[src/rtl/msix_vector_table_if.sv]
// Register-bus and message-descriptor signals of the MSI-X table block.
// The slave modport is the table; the master modport is the decoder/TLP side.
interface msix_vector_table_if #(
    parameter int NUM_VECTORS = 8
);
    localparam int PBA_DW = (NUM_VECTORS + 31) / 32;
    localparam int AW     = $clog2(4 * NUM_VECTORS + PBA_DW);

    logic          reg_wr_en;
    logic          reg_rd_en;
    logic [AW-1:0] reg_addr;
    logic [31:0]   reg_wdata;
    logic [3:0]    reg_be;
    logic [31:0]   reg_rdata;
    logic          reg_rd_valid;
    logic          msg_valid;
    logic          msg_ready;
    logic [63:0]   msg_addr;
    logic [31:0]   msg_data;
    logic [7:0]    msg_vector;

    modport slave (
        input  reg_wr_en, reg_rd_en, reg_addr, reg_wdata, reg_be, msg_ready,
        output reg_rdata, reg_rd_valid, msg_valid, msg_addr, msg_data, msg_vector
    );

    modport master (
        output reg_wr_en, reg_rd_en, reg_addr, reg_wdata, reg_be, msg_ready,
        input  reg_rdata, reg_rd_valid, msg_valid, msg_addr, msg_data, msg_vector
    );
endinterface

[src/rtl/msix_vector_table.sv]
// MSI-X table + Pending Bit Array backend: latches interrupt requests and emits
// one memory-write descriptor per eligible vector, round-robin, over valid/ready.
module msix_vector_table #(
    parameter int NUM_VECTORS = 8
) (
    input  logic                   clk,
    input  logic                   rst_n,
    input  logic                   msix_enable,
    input  logic                   func_mask,
    input  logic [NUM_VECTORS-1:0] irq_req,
    msix_vector_table_if.slave     bus
);
    localparam int PBA_DW = (NUM_VECTORS + 31) / 32;
    localparam int AW     = $clog2(4 * NUM_VECTORS + PBA_DW);
    localparam int IDXW   = (NUM_VECTORS > 1) ? $clog2(NUM_VECTORS) : 1;

    localparam logic [0:0] S_IDLE = 1'b0;
    localparam logic [0:0] S_SEND = 1'b1;

    logic [31:0]            addr_lo [NUM_VECTORS];
    logic [31:0]            addr_hi [NUM_VECTORS];
    logic [31:0]            data_q  [NUM_VECTORS];
    logic [NUM_VECTORS-1:0] mask;
    logic [NUM_VECTORS-1:0] pending;
    logic [NUM_VECTORS-1:0] eligible;
    logic [NUM_VECTORS-1:0] clr_pending;
    logic [PBA_DW*32-1:0]   pba_flat;
    logic [AW-3:0]          entry;
    logic [1:0]             word;
    logic [31:0]            rd_next;
    logic [31:0]            rdata_q;
    logic                   rd_valid_q;
    logic [0:0]             state;
    logic [IDXW-1:0]        last_vec;
    logic [IDXW-1:0]        sel_idx;
    logic                   sel_found;
    logic                   handshake;
    logic [63:0]            msg_addr_q;
    logic [31:0]            msg_data_q;
    logic [7:0]             msg_vec_q;

    function automatic logic [31:0] be_merge(input logic [31:0] old_v,
                                             input logic [31:0] new_v,
                                             input logic [3:0]  be);
        logic [31:0] r;
        r = old_v;
        for (int b = 0; b < 4; b++)
            if (be[b]) r[8*b +: 8] = new_v[8*b +: 8];
        return r;
    endfunction

    assign entry       = bus.reg_addr[AW-1:2];
    assign word        = bus.reg_addr[1:0];
    assign eligible    = pending & ~mask & {NUM_VECTORS{msix_enable & ~func_mask}};
    assign handshake   = (state == S_SEND) && bus.msg_ready;
    assign clr_pending = handshake ? (NUM_VECTORS'(1) << msg_vec_q) : '0;
    assign pba_flat    = (PBA_DW*32)'(pending);

    // NOTE: every variable assigned in always_comb gets a default first, so no latch is inferred.
    always_comb begin
        rd_next = '0;
        for (int k = 0; k < NUM_VECTORS; k++) begin
            if (entry == (AW-2)'(k)) begin
                case (word)
                    2'd0:    rd_next = addr_lo[k];
                    2'd1:    rd_next = addr_hi[k];
                    2'd2:    rd_next = data_q[k];
                    default: rd_next = {31'b0, mask[k]};
                endcase
            end
        end
        for (int j = 0; j < PBA_DW; j++)
            if (bus.reg_addr == AW'(4 * NUM_VECTORS + j))
                rd_next = pba_flat[32*j +: 32];
    end

    // Round-robin: scan starting one past the last vector that completed a handshake.
    always_comb begin : rr_pick
        int c;
        sel_found = 1'b0;
        sel_idx   = '0;
        for (int i = 1; i <= NUM_VECTORS; i++) begin
            c = int'(last_vec) + i;
            if (c >= NUM_VECTORS) c = c - NUM_VECTORS;
            if (!sel_found && eligible[c]) begin
                sel_found = 1'b1;
                sel_idx   = IDXW'(c);
            end
        end
    end

    // NOTE: the table is small and must come up with defined contents, so every entry is reset.
    always_ff @(posedge clk or negedge rst_n) begin
        if (!rst_n) begin
            for (int k = 0; k < NUM_VECTORS; k++) begin
                addr_lo[k] <= '0;
                addr_hi[k] <= '0;
                data_q[k]  <= '0;
            end
            mask <= '1;
        end else if (bus.reg_wr_en) begin
            for (int k = 0; k < NUM_VECTORS; k++) begin
                if (entry == (AW-2)'(k)) begin
                    case (word)
                        2'd0: addr_lo[k] <= be_merge(addr_lo[k], bus.reg_wdata, bus.reg_be)
                                            & 32'hFFFF_FFFC;
                        2'd1: addr_hi[k] <= be_merge(addr_hi[k], bus.reg_wdata, bus.reg_be);
                        2'd2: data_q[k]  <= be_merge(data_q[k], bus.reg_wdata, bus.reg_be);
                        default: if (bus.reg_be[0]) mask[k] <= bus.reg_wdata[0];
                    endcase
                end
            end
        end
    end

    // NOTE: sequential state uses non-blocking assignments only, so all flops see pre-edge values.
    always_ff @(posedge clk or negedge rst_n) begin
        if (!rst_n) begin
            pending    <= '0;
            rdata_q    <= '0;
            rd_valid_q <= 1'b0;
        end else begin
            // A request landing on the handshake cycle is a new event and survives the clear.
            pending    <= (pending & ~clr_pending) | irq_req;
            rd_valid_q <= bus.reg_rd_en;
            if (bus.reg_rd_en) rdata_q <= rd_next;
        end
    end

    always_ff @(posedge clk or negedge rst_n) begin
        if (!rst_n) begin
            state      <= S_IDLE;
            last_vec   <= IDXW'(NUM_VECTORS - 1);
            msg_addr_q <= '0;
            msg_data_q <= '0;
            msg_vec_q  <= '0;
        end else begin
            case (state)
                S_IDLE: if (sel_found) begin
                    msg_addr_q <= {addr_hi[sel_idx], addr_lo[sel_idx]};
                    msg_data_q <= data_q[sel_idx];
                    msg_vec_q  <= 8'(sel_idx);
                    state      <= S_SEND;
                end
                default: if (bus.msg_ready) begin
                    last_vec <= msg_vec_q[IDXW-1:0];
                    state    <= S_IDLE;
                end
            endcase
        end
    end

    assign bus.reg_rdata    = rdata_q;
    assign bus.reg_rd_valid = rd_valid_q;
    assign bus.msg_valid    = (state == S_SEND);
    assign bus.msg_addr     = msg_addr_q;
    assign bus.msg_data     = msg_data_q;
    assign bus.msg_vector   = msg_vec_q;
endmodule

[src/flat_wrapper.sv]
// flat-port wrapper written by rule: the top's interface ports become plain ports
module msix_vector_table_flat 
#(
    parameter int NUM_VECTORS = 8
)
  (clk, rst_n, msix_enable, func_mask, irq_req, bus_reg_wr_en, bus_reg_rd_en, bus_reg_addr, bus_reg_wdata, bus_reg_be, bus_msg_ready, bus_reg_rdata, bus_reg_rd_valid, bus_msg_valid, bus_msg_addr, bus_msg_data, bus_msg_vector);
  msix_vector_table_if #(.NUM_VECTORS(NUM_VECTORS)) bus_i ();
  input  logic clk;
  input  logic rst_n;
  input  logic msix_enable;
  input  logic func_mask;
  input  logic [NUM_VECTORS-1:0] irq_req;
  input wire logic [$bits(bus_i.reg_wr_en)-1:0] bus_reg_wr_en;
  input wire logic [$bits(bus_i.reg_rd_en)-1:0] bus_reg_rd_en;
  input wire logic [$bits(bus_i.reg_addr)-1:0] bus_reg_addr;
  input wire logic [$bits(bus_i.reg_wdata)-1:0] bus_reg_wdata;
  input wire logic [$bits(bus_i.reg_be)-1:0] bus_reg_be;
  input wire logic [$bits(bus_i.msg_ready)-1:0] bus_msg_ready;
  output wire logic [$bits(bus_i.reg_rdata)-1:0] bus_reg_rdata;
  output wire logic [$bits(bus_i.reg_rd_valid)-1:0] bus_reg_rd_valid;
  output wire logic [$bits(bus_i.msg_valid)-1:0] bus_msg_valid;
  output wire logic [$bits(bus_i.msg_addr)-1:0] bus_msg_addr;
  output wire logic [$bits(bus_i.msg_data)-1:0] bus_msg_data;
  output wire logic [$bits(bus_i.msg_vector)-1:0] bus_msg_vector;
  assign bus_i.reg_wr_en = bus_reg_wr_en;
  assign bus_i.reg_rd_en = bus_reg_rd_en;
  assign bus_i.reg_addr = bus_reg_addr;
  assign bus_i.reg_wdata = bus_reg_wdata;
  assign bus_i.reg_be = bus_reg_be;
  assign bus_i.msg_ready = bus_msg_ready;
  assign bus_reg_rdata = bus_i.reg_rdata;
  assign bus_reg_rd_valid = bus_i.reg_rd_valid;
  assign bus_msg_valid = bus_i.msg_valid;
  assign bus_msg_addr = bus_i.msg_addr;
  assign bus_msg_data = bus_i.msg_data;
  assign bus_msg_vector = bus_i.msg_vector;
  msix_vector_table #(.NUM_VECTORS(NUM_VECTORS)) u_core (.clk(clk), .rst_n(rst_n), .msix_enable(msix_enable), .func_mask(func_mask), .irq_req(irq_req), .bus(bus_i));
endmodule
[config.mk]
export PLATFORM = sky130hd
export DESIGN_NAME = msix_vector_table_flat
export DESIGN_NICKNAME = d
export VERILOG_FILES = /design/src/rtl/msix_vector_table_if.sv /design/src/rtl/msix_vector_table.sv /design/src/flat_wrapper.sv
export SDC_FILE = /design/constraint.sdc
export NUM_CORES = 2
export LEC_CHECK = 0
export CAP_MARGIN = 20
export CORE_AREA = 2 2 359 272
export CTS_CLUSTER_SIZE = 16
export DETAILED_ROUTE_END_ITERATION = 8
export DIE_AREA = 0 0 361 274
export PLACE_DENSITY_LB_ADDON = 0.25
export SYNTH_ARGS = -nofsm -noshare
export SYNTH_HDL_FRONTEND = slang
export SYNTH_SLANG_ARGS = --single-unit
[constraint.sdc]
create_clock -name clk -period 9.9 [get_ports clk]
set_clock_uncertainty 0.05 [all_clocks]
set_input_delay 1.485 -clock clk [delete_from_list [all_inputs] [get_ports clk]]
set_output_delay 1.485 -clock clk [all_outputs]
set_load 0.01 [all_outputs]
After elaboration in Yosys (flattened, before gate mapping)
Index checks and enable logic that the tools add are counted.
Cells by class
  shift-type cells: 1
  muxes and demuxes: 78
  $lt $le $gt $ge: 17
  reductions and logical operators: 124
  bitwise gates (word level): 11
  eq/ne operators: 10
  $add $sub $neg: 16
Operators by type and width (count)
  $pmux 32 s3: 8
  $mux 32: 23
  $reduce_and 4->1: 104
  $bmux 32 s3: 3
  $ge 32x5->1 const B: 8
  $lt 32x5->1 const B: 8
  $sub 32x5->32 const B: 8
  $mux 1: 27
  $and 8x8->8: 3
  $bmux 1 s3: 8
  $mux 3: 8
  $add 3x3->4 const B: 4
  $eq 4x3->1 const B: 4
  $not 8->8: 2
  $add 3x2->4 const B: 2
  $eq 4x2->1 const B: 2
  $logic_and 1x1->1: 8
  $mux 8: 1
  $or 8x8->8: 1
  $shl 1x3->8 const A: 1
  $logic_not 1->1: 7
  $eq 6x6->1 const B: 1
  $add 3x4->5 const B: 1
  $add 3x1->4 const B: 1
  other kinds (11): 14
Storage, ports and cells
  register bits after elaboration: 904
  bits of input ports: 57
  output and inout bits: 138
  word-level logic and storage cells: 369

Longest topological paths before layout
  depth in word-level cells: 32
  mapped depth: 18
  depth with buffers taken out: 12

Worst setup path after synthesis
Ideal clock, no wire load.
  path kind: input port to flip-flop
  start: input func_mask
  end: register u_core.msg_addr_q[14] (netlist: u_core.bus.msg_addr[14])
  required time: 9.727 ns
  path buffers: 4
  arrival: 4.201 ns
  stages on the path: 14
  path slack: 5.526 ns
  path through: buf_2 > and4bb_2 > mux2_2 > mux4_2 > inv_1 > o211a_1 > buf_4 > a31oi_1 > nor2_2 > buf_4 > buf_2 > mux2i_1 > mux2i_1 > o221a_2
Between the ends
  longest elaborated chain between the ends: 32
  elaborated cells on any way between the ends: 62
  those cells by class: mux: 43; bitwise: 4; reduce/logical: 15
RTL lines
  start, declared: line flat_wrapper.sv:11  | input logic func_mask;
  $not 1->1 *: line msix_vector_table.sv:54  | assign eligible = pending & ~mask & {NUM_VECTORS{msix_enable & ~func_mask}};
  $and 1x1->1 *: line msix_vector_table.sv:54
  $and 8x8->8 *: line msix_vector_table.sv:54
  $bmux 1 s3: line msix_vector_table.sv:85  | if (!sel_found && eligible[c]) begin
  $mux 1 (not written as such) (2 in a row): line msix_vector_table.sv:85
  $mux 1: line msix_vector_table.sv:85
  $logic_not 1->1: line msix_vector_table.sv:85
  $logic_and 1x1->1: line msix_vector_table.sv:85
  (+14 left out)
  $logic_and 1x1->1: line msix_vector_table.sv:85
  $mux 1: line msix_vector_table.sv:85
  $logic_not 1->1: line msix_vector_table.sv:85
  $logic_and 1x1->1: line msix_vector_table.sv:85
  $mux 3: line msix_vector_table.sv:85
  $not 3->4 (not written as such): line msix_vector_table.sv:140  | msg_addr_q <= {addr_hi[sel_idx], addr_lo[sel_idx]};
  $bmux 32 s3: line msix_vector_table.sv:140
  $mux 32 (not written as such) (2 in a row): line msix_vector_table.sv:140
  end signal, assigned: line msix_vector_table.sv:140
  end, declared: line msix_vector_table.sv:38  | logic [63:0] msg_addr_q;
Mark *: on every way between the ends. The rest lies on a longest branch, timed or not. The select of a mux whose other input is x is not followed.
A chain may end at the register's enable or synchronous reset.

Worst setup path after layout
  start: register u_core.last_vec[1]
  end: register u_core.msg_addr_q[20] (netlist: u_core.bus.msg_addr[20])
Between the ends
  longest elaborated chain between the ends: 32
  elaborated cells on any way between the ends: 91
  those cells by class: add/sub: 16; order compare: 8; mux: 51; bitwise: 1; reduce/logical: 15
RTL lines
  start, declared: line msix_vector_table.sv:34  | logic [IDXW-1:0] last_vec;
  start signal, assigned: line msix_vector_table.sv:133  | last_vec <= IDXW'(NUM_VECTORS - 1);
  start signal, assigned: line msix_vector_table.sv:146  | last_vec <= msg_vec_q[IDXW-1:0];
  $add 3x1->4: line msix_vector_table.sv:83  | c = int'(last_vec) + i;
  $sub 32x5->32 / $ge 32x5->1 (equally long branches): line msix_vector_table.sv:84  | if (c >= NUM_VECTORS) c = c - NUM_VECTORS;
  $mux 32: line msix_vector_table.sv:84
  $bmux 1 s3: line msix_vector_table.sv:85
  $mux 1 (not written as such) (2 in a row): line msix_vector_table.sv:85
  $mux 1: line msix_vector_table.sv:85
  $logic_not 1->1: line msix_vector_table.sv:85
  $logic_and 1x1->1: line msix_vector_table.sv:85
  (+14 left out)
  $logic_and 1x1->1: line msix_vector_table.sv:85
  $mux 1: line msix_vector_table.sv:85
  $logic_not 1->1: line msix_vector_table.sv:85
  $logic_and 1x1->1: line msix_vector_table.sv:85
  $mux 3: line msix_vector_table.sv:85
  $not 3->4 (not written as such): line msix_vector_table.sv:140
  $bmux 32 s3: line msix_vector_table.sv:140
  $mux 32 (not written as such) (2 in a row): line msix_vector_table.sv:140
Several ways; a longest one is shown, not always the timed one. The select of a mux whose other input is x is not followed.

==> flow_summary.ini <==
[floorplanning]
die_area_mm2 = 0.0989
die_w_um = 361
die_height_um = 274
start_util_pct = 49.3
rows = 99
fp.coreArea_mm2 = 0.0960
io_pins = 195

[cts]
tritoncts = yes
hold_buffers = 0
cts.sinks = 902
cts_resized = 0
htreeDepth = 3
root_buffer = clkbuf_16
cts_buffers = 91
clk-insertion-delay-late_ns = 0.68
clk_pin_slew_ns = 0.06
clockBufferDepth = 3
post-cts-setup-buffers = 0

[global_routing]
grt_max_degree = 179
grt.overflow.total = 0
grt_pass1_vias = 34400
antenna_found_initial = 5
track_usage_pct = 31.3
grt_pass1_wl_mm = 233

[cells_and_area]
drive_above_1_share_pct = 27.0
utilization_pct = 55.5
fin_cells = 5484
area_delta_synth_final_pct = 12.6
nFillCells = 8168
nNetsFinal = 4212

[setup_path]
cpMaxStageDelayCell = dfstp_2
worstPathMaxFanout = 85
crit_path_start_kind = flop
worstPathRequired_ns = 10.44
max_stage_delay_ns = 0.78
crit_path_frequent_cell = a221o_1
path_class = reg -> reg
cp_top_family = compound AO/OA/AOI/OAI gates
critical_path_buf_inv_count = 2
reg2regPathDepth = 13
cp.arrival_ns = 6.85
worstSetupStartpoint = u_core.last_vec[1]
regToRegStartpoint = u_core.last_vec[1]
worstSetupEndpointType = flop
crit_chain = inv_1 -> ha_1 -> or3b_2 -> a21oi_1 -> or2_2 -> a211oi_1 -> o211a_1 -> a221o_1 -> nand2_8 -> buf_4 -> mux2i_1 -> a221o_1 -> a31oi_1
r2r_slack_ns = 3.59
r2r_end = u_core.bus.msg_addr[20]

[timing]
tightest_slew_ns = 1.21
timing.fmax_mhz = 158
setup_viol = 0
layout_worst_path_cycle_share_pct = 63.8
layout_min_cycle_time_ns = 6.31
hold_viol = 0
slew_headroom_pct = 19.0
slew_viol_final = 0
setup-tns-final_ns = 0
rsz0062_at_grt = no

[synthesis]
synth_ff_type = dfrtp_1
syn_inst = 4085
syn-cell-area_mm2 = 0.0473
synth_largest_area_cell = dfrtp_1
ys_top_cells_by_count = dfrtp_1 (891), mux2_2 (777), mux2i_1 (596)
synth.distinct_cells = 75
synth_edf_count = 0
synth-seq-area-share_pct = 47.7
ys_ff_latch = 902
synth_most_common_cell = dfrtp_1
async_flop_share_pct = 100
ys_warn_count = 0
syn_avg_cell_area_um2 = 11.6
synth_top_area_share_pct = 47.1
synthTopCellsByArea = dfrtp_1 (47%), mux2_2 (18%), mux2i_1 (13%)

[power_and_ir_drop]
switching_share_pct = 40.7
peakVddDrop_mv = 0.758
cellPowerDensity_mw_per_mm2 = 306
combPwrFrac_pct = 48.7
p_switching_mw = 6.64
clock_power_share_pct = 22.2
internal_power_mw = 9.66
seqPwrFrac_pct = 29.2
leakage_nw = 24.2

[drt]
vias = 35400
dr.pass1.iters = 6
drt-vias-per-instance = 6.46
drc_errors = 0
routed_wl_mm = 157
antenna_left = 0
post_drt_wl_per_cell_um = 28.6
drt_iter0_drc = 3816

[placement]
portBuffers = 187
gp_congestion = 0.866
hpwlAfterDp_mm = 94.6
dp.cells = 5318

[status]
outcome = finished clean

[worst_hold_path]
hold_start = u_core.bus.reg_rdata[16]
min_path_cells = 2
hold_path_end = u_core.bus.reg_rdata[16]
worst_hold_path_type = reg -> reg

[job]
drv_cap = 0
worst max-delay path by stage:
stage / endpoint / slack [ns] / cells after the start
3_5_place_dp: u_core.bus.msg_addr[28] / 3.39 / 12
5_1_grt: u_core.bus.msg_addr[20] / 3.37 / 13
3_3_place_gp: u_core.bus.msg_addr[17] / 3.44 / 14
6_report: u_core.bus.msg_addr[20] / 3.59 / 13
4_1_cts: u_core.bus.msg_addr[20] / 3.73 / 13
2_1_floorplan: u_core.bus.msg_addr[14] / 5.53 / 14
registers in the layout, indices dropped and copies added (netlist names):
name / cells
u_core.addr_hi: 256
u_core.mask: 8
u_core.bus.msg_data: 32
u_core.bus.reg_rdata: 32
u_core.bus.msg_vector: 3
u_core.addr_lo: 240
u_core.last_vec: 3
u_core.pending: 8
u_core.bus.msg_addr: 62
u_core.data_q: 256
u_core.bus.reg_rd_valid: 1
u_core.bus.msg_valid: 1
layout by cell type (no fill, tap or decap), types with 86 or more instances in the layout:
cell type,count
a21oi_1,205
mux2i_1,596
nand2_1,341
mux2_2,777
clkdlybuf4s50_1,181
buf_4,93
o21ai_0,128
nor2_1,271
a32oi_1,86
dfrtp_1,891
clkbuf_16,95
through the flow:
step / area, um2 / setup WS [ns] / hold WS [ns] / total power, mW
final: 53300 / 3.59 / 0.476 / 16.3
after global routing: 53300 / 3.37 / 0.490 / 17.0
after CTS: 53300 / 3.73 / 0.481 / 16.2
after detailed placement: 50200 / 3.39 / 0.464 / 12.6
after global placement: 50200 / 3.44 / 0.459 / 12.5
after floorplan: 47400 / 5.53 / 0.436 / 10.5
final cells by class:
| cell class | count | area (um2) | share of cell area, % |
|---|---|---|---|
| Tap cell | 1262 | 1580 | 2.96 |
| Timing Repair Buffer | 290 | 2730 | 5.13 |
| Clock buffer | 141 | 2770 | 5.20 |
| Clock inverter | 20 | 290 | 0.544 |
| Sequential cell | 902 | 22600 | 42.4 |
| Inverter | 6 | 22.5 | 0.0422 |
| Antenna cell | 1 | 2.50 | 0.00469 |
| Multi-Input combinational cell | 2862 | 23300 | 43.8 |
layer usage:
metal | share of wire, % | wire length, um | global-route usage (%) | vias up
li1 | - | - | - | 15200
met1 | 45 | 70200 | 46.0 | 18300
met2 | 43 | 67600 | 45.8 | 1630
met3 | 9.4 | 14700 | 7.96 | 272
met4 | 2.7 | 4170 | 8.46 | 6
met5 | 0.026 | 41 | 0 | -
power groups by stage:
| stage | logic, mW | clock network, mW | registers [mW] |
|---|---|---|---|
| floorplan | 5.87 | 0 | 4.66 |
| global placement | 7.72 | 0 | 4.82 |
| detailed placement | 7.82 | 0 | 4.81 |
| CTS | 7.84 | 3.64 | 4.76 |
| global route | 8.35 | 3.82 | 4.81 |
| finish | 7.93 | 3.61 | 4.76 |
worst reg2reg max path: stages (launching register included):
cell	delay [ns]
dfstp_2	0.78
inv_1	0.26
ha_1	0.61
or3b_2	0.57
a21oi_1	0.42
or2_2	0.25
a211oi_1	0.09
o211a_1	0.38
a221o_1	0.59
nand2_8	0.67
buf_4	0.76
mux2i_1	0.25
a221o_1	0.39
a31oi_1	0.17
kinds of logic (layout without fill, tap and decap cells):
group / Yosys count / count (layout) / synth area share (%)
DFF: 902 / 902 / 47.7
xor gates and xnor gates: 6 / 6 / 0.111
buffers and inverters: 327 / 457 / 3.29
other: 1 / 8 / 0.00792
and+or+nand+nor: 738 / 738 / 6.63
AOI/OAI and AO/OA: 729 / 729 / 10.8
muxes: 1380 / 1380 / 31.4
adders and majority gates: 2 / 2 / 0.0529
Note: power is estimated with default switching activity, not from simulation.
